### src/rtl/fpu_req_arbiter.sv
// Purpose : round-robin arbiter/issue scheduler sharing one pipelined FPU between NUM_REQ requesters.
// Latency : operands registered on the grant edge E0; response strobe in the cycle after edge E0+FPU_LAT+1.
// Backpress: combinational one-hot valid/ready grant; responses have no backpressure (accept on strobe).
//
// Ports:
//   clk, reset (async, active-low)
//   req_valid/req_ready        per-requester handshake, req_ready is combinational one-hot
//   req_opa/opb/op/rmode       packed payloads, requester i in slice i
//   fpu_opa/opb/op/rmode       registered operands to the FPU
//   fpu_result/fpu_flags       FPU outputs, valid FPU_LAT edges after operands register
//   rsp_valid/result/flags     one-hot strobe plus shared registered result/flag buses
//   flush_req/flush_done       stop issue, drain, report drained
//   busy                       any operation in flight
//   grant_cnt                  per-requester 16-bit saturating transfer counters
//                              (only when FPU_ARB_STATS_EN is defined)
module fpu_req_arbiter #(
  parameter int NUM_REQ = 4,
  parameter int DATA_W  = 32,
  parameter int FPU_LAT = 3
) (
  input  logic                      clk,
  input  logic                      reset,
  input  logic [NUM_REQ-1:0]        req_valid,
  output logic [NUM_REQ-1:0]        req_ready,
  input  logic [NUM_REQ*DATA_W-1:0] req_opa,
  input  logic [NUM_REQ*DATA_W-1:0] req_opb,
  input  logic [NUM_REQ*3-1:0]      req_op,
  input  logic [NUM_REQ*2-1:0]      req_rmode,
  output logic [DATA_W-1:0]         fpu_opa,
  output logic [DATA_W-1:0]         fpu_opb,
  output logic [2:0]                fpu_op,
  output logic [1:0]                fpu_rmode,
  input  logic [DATA_W-1:0]         fpu_result,
  input  logic [7:0]                fpu_flags,
  output logic [NUM_REQ-1:0]        rsp_valid,
  output logic [DATA_W-1:0]         rsp_result,
  output logic [7:0]                rsp_flags,
  input  logic                      flush_req,
  output logic                      flush_done,
`ifdef FPU_ARB_STATS_EN
  output logic [NUM_REQ*16-1:0]     grant_cnt,
`endif
  output logic                      busy
);

  localparam int IDW  = $clog2(NUM_REQ);
  localparam int NSTG = FPU_LAT + 1;
  localparam logic [IDW:0]   NREQ_W  = (IDW+1)'(NUM_REQ);
  localparam logic [IDW-1:0] LAST_ID = IDW'(NUM_REQ - 1);

  typedef struct packed {
    logic           vld;
    logic [IDW-1:0] id;
  } tag_t;

  // One-hot encoding so flush_done is a flop bit, not decoded logic.
  typedef enum logic [2:0] {
    ST_RUN     = 3'b001,
    ST_DRAIN   = 3'b010,
    ST_FLUSHED = 3'b100
  } state_t;

  state_t              state_q, state_d;
  logic                issue_en;
  logic [IDW-1:0]      rr_ptr_q;
  logic [IDW:0]        cand;
  logic                gnt_found;
  logic [IDW-1:0]      gnt_idx;
  logic                xfer;
  logic [DATA_W-1:0]   fpu_opa_q, fpu_opb_q;
  logic [2:0]          fpu_op_q;
  logic [1:0]          fpu_rmode_q;
  tag_t                tag_q [NSTG];
  tag_t                tail;
  logic                busy_c;
  logic [NUM_REQ-1:0]  rsp_valid_d, rsp_valid_q;
  logic [DATA_W-1:0]   rsp_result_q;
  logic [7:0]          rsp_flags_q;

  // ---------------- FSM: state register ----------------
  always_ff @(posedge clk or negedge reset) begin
    if (!reset) state_q <= ST_RUN;
    else        state_q <= state_d;
  end

  // ---------------- FSM: next state ----------------
  always_comb begin
    state_d = state_q;
    case (state_q)
      ST_RUN:     if (flush_req) state_d = ST_DRAIN;
      ST_DRAIN:   if (!busy_c)   state_d = ST_FLUSHED;
      ST_FLUSHED: if (!flush_req) state_d = ST_RUN;
      default:    state_d = ST_RUN;
    endcase
  end

  // ---------------- FSM: outputs ----------------
  // reset gates issue so req_ready is 0 for the whole time reset is held.
  always_comb begin
    issue_en   = (state_q == ST_RUN) && !flush_req && reset;
    flush_done = (state_q == ST_FLUSHED);
  end

  // Round-robin search: first valid requester at or after rr_ptr, wrapping.
  always_comb begin
    gnt_found = 1'b0;
    gnt_idx   = '0;
    cand      = '0;
    for (int k = 0; k < NUM_REQ; k++) begin
      cand = {1'b0, rr_ptr_q} + (IDW+1)'(k);
      if (cand >= NREQ_W) cand = cand - NREQ_W;
      if (!gnt_found && req_valid[cand[IDW-1:0]]) begin
        gnt_found = 1'b1;
        gnt_idx   = cand[IDW-1:0];
      end
    end
  end

  always_comb begin
    req_ready = '0;
    if (issue_en && gnt_found) req_ready[gnt_idx] = 1'b1;
  end

  // Grant only ever points at a valid requester, so grant implies transfer.
  assign xfer = issue_en && gnt_found;

  // ---------------- issue registers and pointer ----------------
  always_ff @(posedge clk or negedge reset) begin
    if (!reset) begin
      fpu_opa_q   <= '0;
      fpu_opb_q   <= '0;
      fpu_op_q    <= '0;
      fpu_rmode_q <= '0;
      rr_ptr_q    <= '0;
    end else if (xfer) begin
      fpu_opa_q   <= req_opa[gnt_idx*DATA_W +: DATA_W];
      fpu_opb_q   <= req_opb[gnt_idx*DATA_W +: DATA_W];
      fpu_op_q    <= req_op[gnt_idx*3 +: 3];
      fpu_rmode_q <= req_rmode[gnt_idx*2 +: 2];
      rr_ptr_q    <= (gnt_idx == LAST_ID) ? '0 : gnt_idx + 1'b1;
    end
  end

  // ---------------- owner tag pipeline ----------------
  // Stage 0 aligns with the operand register; the tail lines up with the
  // FPU output being valid, so capturing on tail valid pairs result and owner.
  always_ff @(posedge clk or negedge reset) begin
    if (!reset) begin
      for (int s = 0; s < NSTG; s++) tag_q[s] <= '0;
    end else begin
      tag_q[0] <= '{vld: xfer, id: gnt_idx};
      for (int s = 1; s < NSTG; s++) tag_q[s] <= tag_q[s-1];
    end
  end

  assign tail = tag_q[NSTG-1];

  always_comb begin
    busy_c = 1'b0;
    for (int s = 0; s < NSTG; s++) busy_c = busy_c | tag_q[s].vld;
  end

  always_comb begin
    rsp_valid_d = '0;
    if (tail.vld) rsp_valid_d[tail.id] = 1'b1;
  end

  // ---------------- response registers ----------------
  always_ff @(posedge clk or negedge reset) begin
    if (!reset) begin
      rsp_valid_q  <= '0;
      rsp_result_q <= '0;
      rsp_flags_q  <= '0;
    end else begin
      rsp_valid_q <= rsp_valid_d;
      if (tail.vld) begin
        rsp_result_q <= fpu_result;
        rsp_flags_q  <= fpu_flags;
      end
    end
  end

  assign fpu_opa    = fpu_opa_q;
  assign fpu_opb    = fpu_opb_q;
  assign fpu_op     = fpu_op_q;
  assign fpu_rmode  = fpu_rmode_q;
  assign rsp_valid  = rsp_valid_q;
  assign rsp_result = rsp_result_q;
  assign rsp_flags  = rsp_flags_q;
  assign busy       = busy_c;

`ifdef FPU_ARB_STATS_EN
  // Counters restart when leaving FLUSHED so each test phase counts from zero.
  logic        stats_clr;
  logic [15:0] cnt_q [NUM_REQ];

  assign stats_clr = (state_q == ST_FLUSHED) && !flush_req;

  always_ff @(posedge clk or negedge reset) begin
    if (!reset) begin
      for (int i = 0; i < NUM_REQ; i++) cnt_q[i] <= '0;
    end else begin
      for (int i = 0; i < NUM_REQ; i++) begin
        if (stats_clr)
          cnt_q[i] <= '0;
        else if (req_valid[i] && req_ready[i] && (cnt_q[i] != 16'hFFFF))
          cnt_q[i] <= cnt_q[i] + 16'd1;
      end
    end
  end

  for (genvar g = 0; g < NUM_REQ; g++) begin : g_cnt
    assign grant_cnt[g*16 +: 16] = cnt_q[g];
  end
`endif

endmodule

### config.mk
export PLATFORM = sky130hd
export DESIGN_NAME = fpu_req_arbiter
export DESIGN_NICKNAME = d
export VERILOG_FILES = /design/src/rtl/fpu_req_arbiter.sv
export SDC_FILE = /design/constraint.sdc
export NUM_CORES = 1
export LEC_CHECK = 0
export CORE_AREA = 3 3 170 172
export DETAILED_ROUTE_END_ITERATION = 6
export DIE_AREA = 0 0 173 175
export GPL_ROUTABILITY_DRIVEN = 0
export PLACE_DENSITY_LB_ADDON = 0.1
export SETUP_SLACK_MARGIN = 0.5
export SYNTH_ARGS = -nofsm -noshare
export SYNTH_HDL_FRONTEND = slang
export SYNTH_SLANG_ARGS = --single-unit
### constraint.sdc
create_clock -name clk -period 5.18 [get_ports clk]
set_input_delay 0.518 -clock clk [delete_from_list [all_inputs] [get_ports clk]]
set_output_delay 0.518 -clock clk [all_outputs]
set_load 0.01 [all_outputs]
**Yosys cells after proc, flatten, opt, wreduce, memory -nomap -nowiden**

Cells that the tools add are included.

- Bits in registers: 130
- Output and inout port bits: 119
- Word-level logic and storage cells: 96

- Add/sub/neg operators: 8
- Multiply operators: 1
- Order comparisons: 12
- Equality and inequality tests: 7
- Shift-type cells: 4
- Multiplexer cells: 31
- Bitwise gates (word level): 3
- Reduce and logical (&&, ||, !) cells: 13

Operators with widths:

| cell | number |
|---|---|
| 128-bit by 8-bit indexed part select with 32-bit output | 2 |
| 2-bit by 3-bit less-than comparator with 1-bit output, second input constant | 6 |
| 2-bit two-way mux | 9 |
| 12-bit by 5-bit indexed part select with 3-bit output | 1 |
| 1-bit two-way mux | 10 |
| 3-bit >= comparator, second input constant | 3 |
| 3-bit two-way mux | 3 |
| 3-bit one-hot mux with 3 select lines | 1 |
| 1-bit binary-select mux with 2-bit select | 4 |
| 1-bit logical AND | 8 |
| 4-bit two-way mux | 2 |
| 8-bit by 4-bit indexed part select with 2-bit output | 1 |
| 2-bit by 1-bit subtractor with 2-bit output, second input constant | 4 |
| 2-bit by 2-bit adder with 3-bit output, second input constant | 2 |
| 2-bit != test, second input constant | 3 |
| 1-bit demux with 2-bit select | 2 |
| 2-bit by 1-bit >= comparator with 1-bit output, second input constant | 2 |
| 1-bit logical NOT | 4 |
| 2-bit by 2-bit multiplier with 4-bit output, second input constant | 1 |
| 2-bit by 1-bit adder with 3-bit output, second input constant | 1 |
| 3-bit by 1-bit == test with 1-bit output, second input constant | 1 |
| 3-bit by 2-bit == test with 1-bit output, second input constant | 1 |
| 3-bit == test, second input constant | 1 |
| 2-bit by 3-bit >= comparator with 1-bit output, second input constant | 1 |
| other kinds (4) | 6 |

**Logic depth before layout (Yosys ltp)**

- Depth after elaboration: 19
- Gate-level depth with buffers: 7

**Worst setup path before layout**

No wires, ideal clock.

- Path kind: in2out
- Start: in req_valid[0]
- End: out req_ready[2]
- Arrival time: 1.692 ns
- Setup slack: 2.970 ns
- Stages: 6
- Cell sequence: or4_4 nand2_4 inv_4 nand2_1 clkbuf_4 nor2_1

RTL lines:

| element | RTL line | text |
|---|---|---|
| start, declared | 23 | `input logic [NUM_REQ-1:0] req_valid,` |
| 1-bit binary-select mux with 2-bit select | 112 | `if (!gnt_found && req_valid[cand[IDW-1:0]]) begin` |
| 1-bit two-way mux (implied by the code) | 112 |  |
| 1-bit two-way mux | 112 |  |
| 1-bit logical NOT | 112 |  |
| 1-bit logical AND | 112 |  |
| 1-bit two-way mux | 112 |  |
| 1-bit logical NOT | 112 |  |
| 1-bit logical AND | 112 |  |
| 1-bit two-way mux | 112 |  |
| 1-bit logical NOT | 112 |  |
| 1-bit logical AND | 112 |  |
| 1-bit two-way mux * | 112 |  |
| 1-bit logical AND * | - |  |
| named net xfer | 69 | `logic xfer;` |
| 4-bit two-way mux * | 121 | `if (issue_en && gnt_found) req_ready[gnt_idx] = 1'b1;` |
| end, declared | 24 | `output logic [NUM_REQ-1:0] req_ready,` |

The timed path passes the listed nets; every way through them passes the cells marked *. The select of a mux whose other input is x is not followed.

**Worst setup path after layout**

- Start: in reset
- End: out req_ready[2]

- Longest elaborated chain between the ends: 3

RTL lines:

| element | RTL line | text |
|---|---|---|
| start, declared | 22 | `input logic reset,` |
| 1-bit logical AND | 100 | `issue_en = (state_q == ST_RUN) && !flush_req && reset;` |
| 1-bit logical AND | - |  |
| named net xfer | 69 |  |
| 4-bit two-way mux | 121 |  |

The timed path passes the listed nets, and every way through them passes these cells.

==> results.md <==
* Setup repair after global routing missed its margin: false
* Commonest register cell after synthesis: sky130_fd_sc_hd__dfrtp_1
* Rows at 61
* Master of the slowest instance on the critical path: sky130_fd_sc_hd__clkdlybuf4s50_1
* Estimated wirelength of the detail-placed design at 21400 um
* Number of global-route vias before repair at 6572
* Post-synthesis cell area at 6850 um^2
* Critical path required time at 4660 ps
* Synth Register Bits at 130
* Cell occurring most often along the worst timing path: sky130_fd_sc_hd__nand2_4
* Total count of max-transition violations in the final report at 0
* Cts bufs inserted at 17
* Actual slew at the worst max-slew pin at 980 ps
* Fraction of the yosys area taken by sequential cells at 0.475
* Count of final hold-check violations at 0
* Critical path capture point type: output pin
* Width of the die at 173 um
* Most common cell after layout, fill and taps aside: sky130_fd_sc_hd__clkdlybuf4s50_1
* Maximum vdd ir drop at 204 uV
* Aggregate negative setup slack at 0 ps
* Level count of the clock H-tree at 4
* Worst hold-check path type: reg2reg
* P&R area growth vs syn at 77.4%
* GRT Residual Overflow at 0
* Post-layout net count at 1293
* CP cell instances: dlygate4sd3_1 -> buf_6 -> nand2b_1 -> nor4_4 -> nand2_4 -> inv_4 -> nand2_4 -> nor2_1 -> clkdlybuf4s50_1
* DR pass1 iterations at 5
* Leakage Power at 5.03 nW
* Filler Cell Count at 2656
* Largest stage delay on the critical path at 600 ps
* Top Ports at 442
* Post-DR wirelength/cell at 21.0 um
* Wire length of the first global-routing pass at 42300 um
* Post-Syn Area per Cell at 12.6 um^2
* Maximum number of pins on one net before global-route repair at 73
* Clock tree buffer depth at 2
* Insertion delay to the later sink of the worst-skew pair at 420 ps
* Type of the worst setup path: in2out
* Normalized max-slew margin at 0.347
* Power density relative to cell area at 465 nW/um^2
* Most frequent cells in the layout: sky130_fd_sc_hd__clkdlybuf4s50_1 (440), sky130_fd_sc_hd__dfrtp_1 (128), sky130_fd_sc_hd__inv_1 (70)
* Setup-failing EPs final at 0
* Crit path DAT at 3170 ps
* Count of nets left with antenna violations after detail routing at 0
* Global-route usage over all layers at 0.183
* Critical path fanouts, max at 35
* Synthesized instance count at 542
* Initial antenna violation count at 2
* Cell variety after synth at 40
* Clock input transition at the sequential cells of the worst setup and hold paths at 70 ps
* Detailed Route Iter0 Violations at 231
* Worst clock skew on the final layout at 16.7 ps
* Total instance count after detailed placement at 1327
* Starting Density at 0.248
* CTS Root Buffer Type: sky130_fd_sc_hd__clkbuf_16
* Vertical die dimension at 175 um
* Highest clock rate at 0.271 GHz
* Post-cts sizing count at 0
* Run status: completed
* Fraction of registers with async set/reset at 1.00
* Count of unresolved DRC violations after routing at 0
* Vias per std cell at 4.54
* Total vias in the final route at 6179
* Syn nets at 866
* Share of post-route cells with drive strength above 1 at 0.168
* Clock tree from TritonCTS: built
* Period minus WS final at 3690 ps
* CP startpoint kind: primary input
* Floorplan die area at 30300 um^2
* Number of enable-type register cells in the synthesized netlist at 0
* Final std cells w/o fill at 1362
* Synth Warn # at 0
* IO Port Bufs at 441
* Crit share post-route at 0.713
* Area of the placeable core at 27600 um^2
* Clock Sinks at 130
* Total of max-cap violations at 0
* Total Routed Length at 28600 um
==> sequential cells by signal, summed over array words and instances, names as in the netlist <==
name        flops
fpu_opa        32
fpu_opb        32
rsp_result     32
tag_q          12
rsp_flags       8
rsp_valid       4
fpu_op          3
state_q         3
fpu_rmode       2
rr_ptr_q        2
==> critical path, delay by kind of cell <==
kind | cells | cell delay, ps
buffers and inverters | 4 | 1540
AND/OR/NAND/NOR | 5 | 1050
==> cell type report <==
class | instances | area, um^2 | share of cell area
multi-input cells | 297 | 3070 | 0.253
flip-flops and latches | 130 | 3260 | 0.268
clock buffers | 17 | 425 | 0.0350
repair buffers | 450 | 4490 | 0.369
well taps | 378 | 473 | 0.0389
inverters | 73 | 277 | 0.0228
clock inverters | 15 | 160 | 0.0132
diodes | 2 | 5.00 | 0.000412
==> kinds of logic after synthesis <==
logic type | after synthesis | share of synthesized area
compound gates | 151 | 0.242
mux | 109 | 0.167
fa+ha+maj | 1 | 0.00183
flops | 130 | 0.475
simple gates | 36 | 0.0338
buf+inv | 115 | 0.0804
==> per-layer routing <==
| metal | GRT usage | part of all wire | vias to the layer above | wire (um) |
|---|---|---|---|---|
| met5 | 0 | 0 | - | 0 |
| met4 | 0.0608 | 0.021 | 0 | 596 |
| met1 | 0.213 | 0.39 | 2971 | 11200 |
| met2 | 0.323 | 0.52 | 279 | 14800 |
| li1 | - | - | 2901 | - |
| met3 | 0.0552 | 0.068 | 28 | 1950 |
==> final timing paths <==
kind,start,endpoint,slack [ps],cells after the start
max in group asynchronous,reset,fpu_opa[6],3560,3
hold reg to reg,tag_q[6],tag_q[3],340,0
setup reg to reg,rr_ptr_q[1],fpu_opb[11],2160,7
hold / removal,tag_q[6],tag_q[3],340,0
setup / recovery,reset,req_ready[2],1490,9
min in group asynchronous,reset,fpu_opb[1],540,2
==> power by group <==
part	leakage (nW)	internal [W]	switching (W)
clock	0.284	0.000685	0.000546
sequential	1.61	0.00147	0.000300
combinational	3.13	0.00155	0.00110
total	5.03	0.00370	0.00195
==> through the flow <==
stage	utilization	hold slack, ps	instance area [um^2]	setup slack (ps)	total power [W]
floorplan	-	222	6850	2970	0.00306
global placement	0.418	333	11500	1560	0.00447
finish	0.440	344	12200	1490	0.00565
CTS	0.440	354	12100	1380	0.00575
detailed placement	0.418	337	11500	1560	0.00447
global route	0.440	361	12200	1250	0.00599
==> cell usage after synthesis (2+ instances only) <==
master | n | share of area
sky130_fd_sc_hd__dfrtp_1 | 129 | 0.47
sky130_fd_sc_hd__inv_1 | 70 | 0.038
sky130_fd_sc_hd__a22oi_1 | 69 | 0.076
sky130_fd_sc_hd__mux2i_1 | 69 | 0.10
sky130_fd_sc_hd__o221ai_2 | 69 | 0.15
sky130_fd_sc_hd__mux2_2 | 40 | 0.066
sky130_fd_sc_hd__clkbuf_1 | 16 | 0.0088
sky130_fd_sc_hd__clkbuf_4 | 14 | 0.015
sky130_fd_sc_hd__nand2_1 | 10 | 0.0055
sky130_fd_sc_hd__buf_6 | 8 | 0.013
sky130_fd_sc_hd__nor2_1 | 5 | 0.0027
sky130_fd_sc_hd__a21oi_1 | 4 | 0.0029
sky130_fd_sc_hd__and3_1 | 3 | 0.0027
sky130_fd_sc_hd__buf_2 | 3 | 0.0022
sky130_fd_sc_hd__nor3b_1 | 3 | 0.0033
sky130_fd_sc_hd__inv_2 | 2 | 0.0011
sky130_fd_sc_hd__nand2b_1 | 2 | 0.0018
sky130_fd_sc_hd__nor2b_1 | 2 | 0.0018
sky130_fd_sc_hd__o21a_1 | 2 | 0.0022
sky130_fd_sc_hd__o22ai_1 | 2 | 0.0018
==> what timing repair did <==
action,CTS,global route
setup buffers,0,0
endpoints found under the hold margin,31,0
setup endpoints to repair,0,0
hold buffers,1,0
Note: power is estimated with default switching activity, not from simulation.
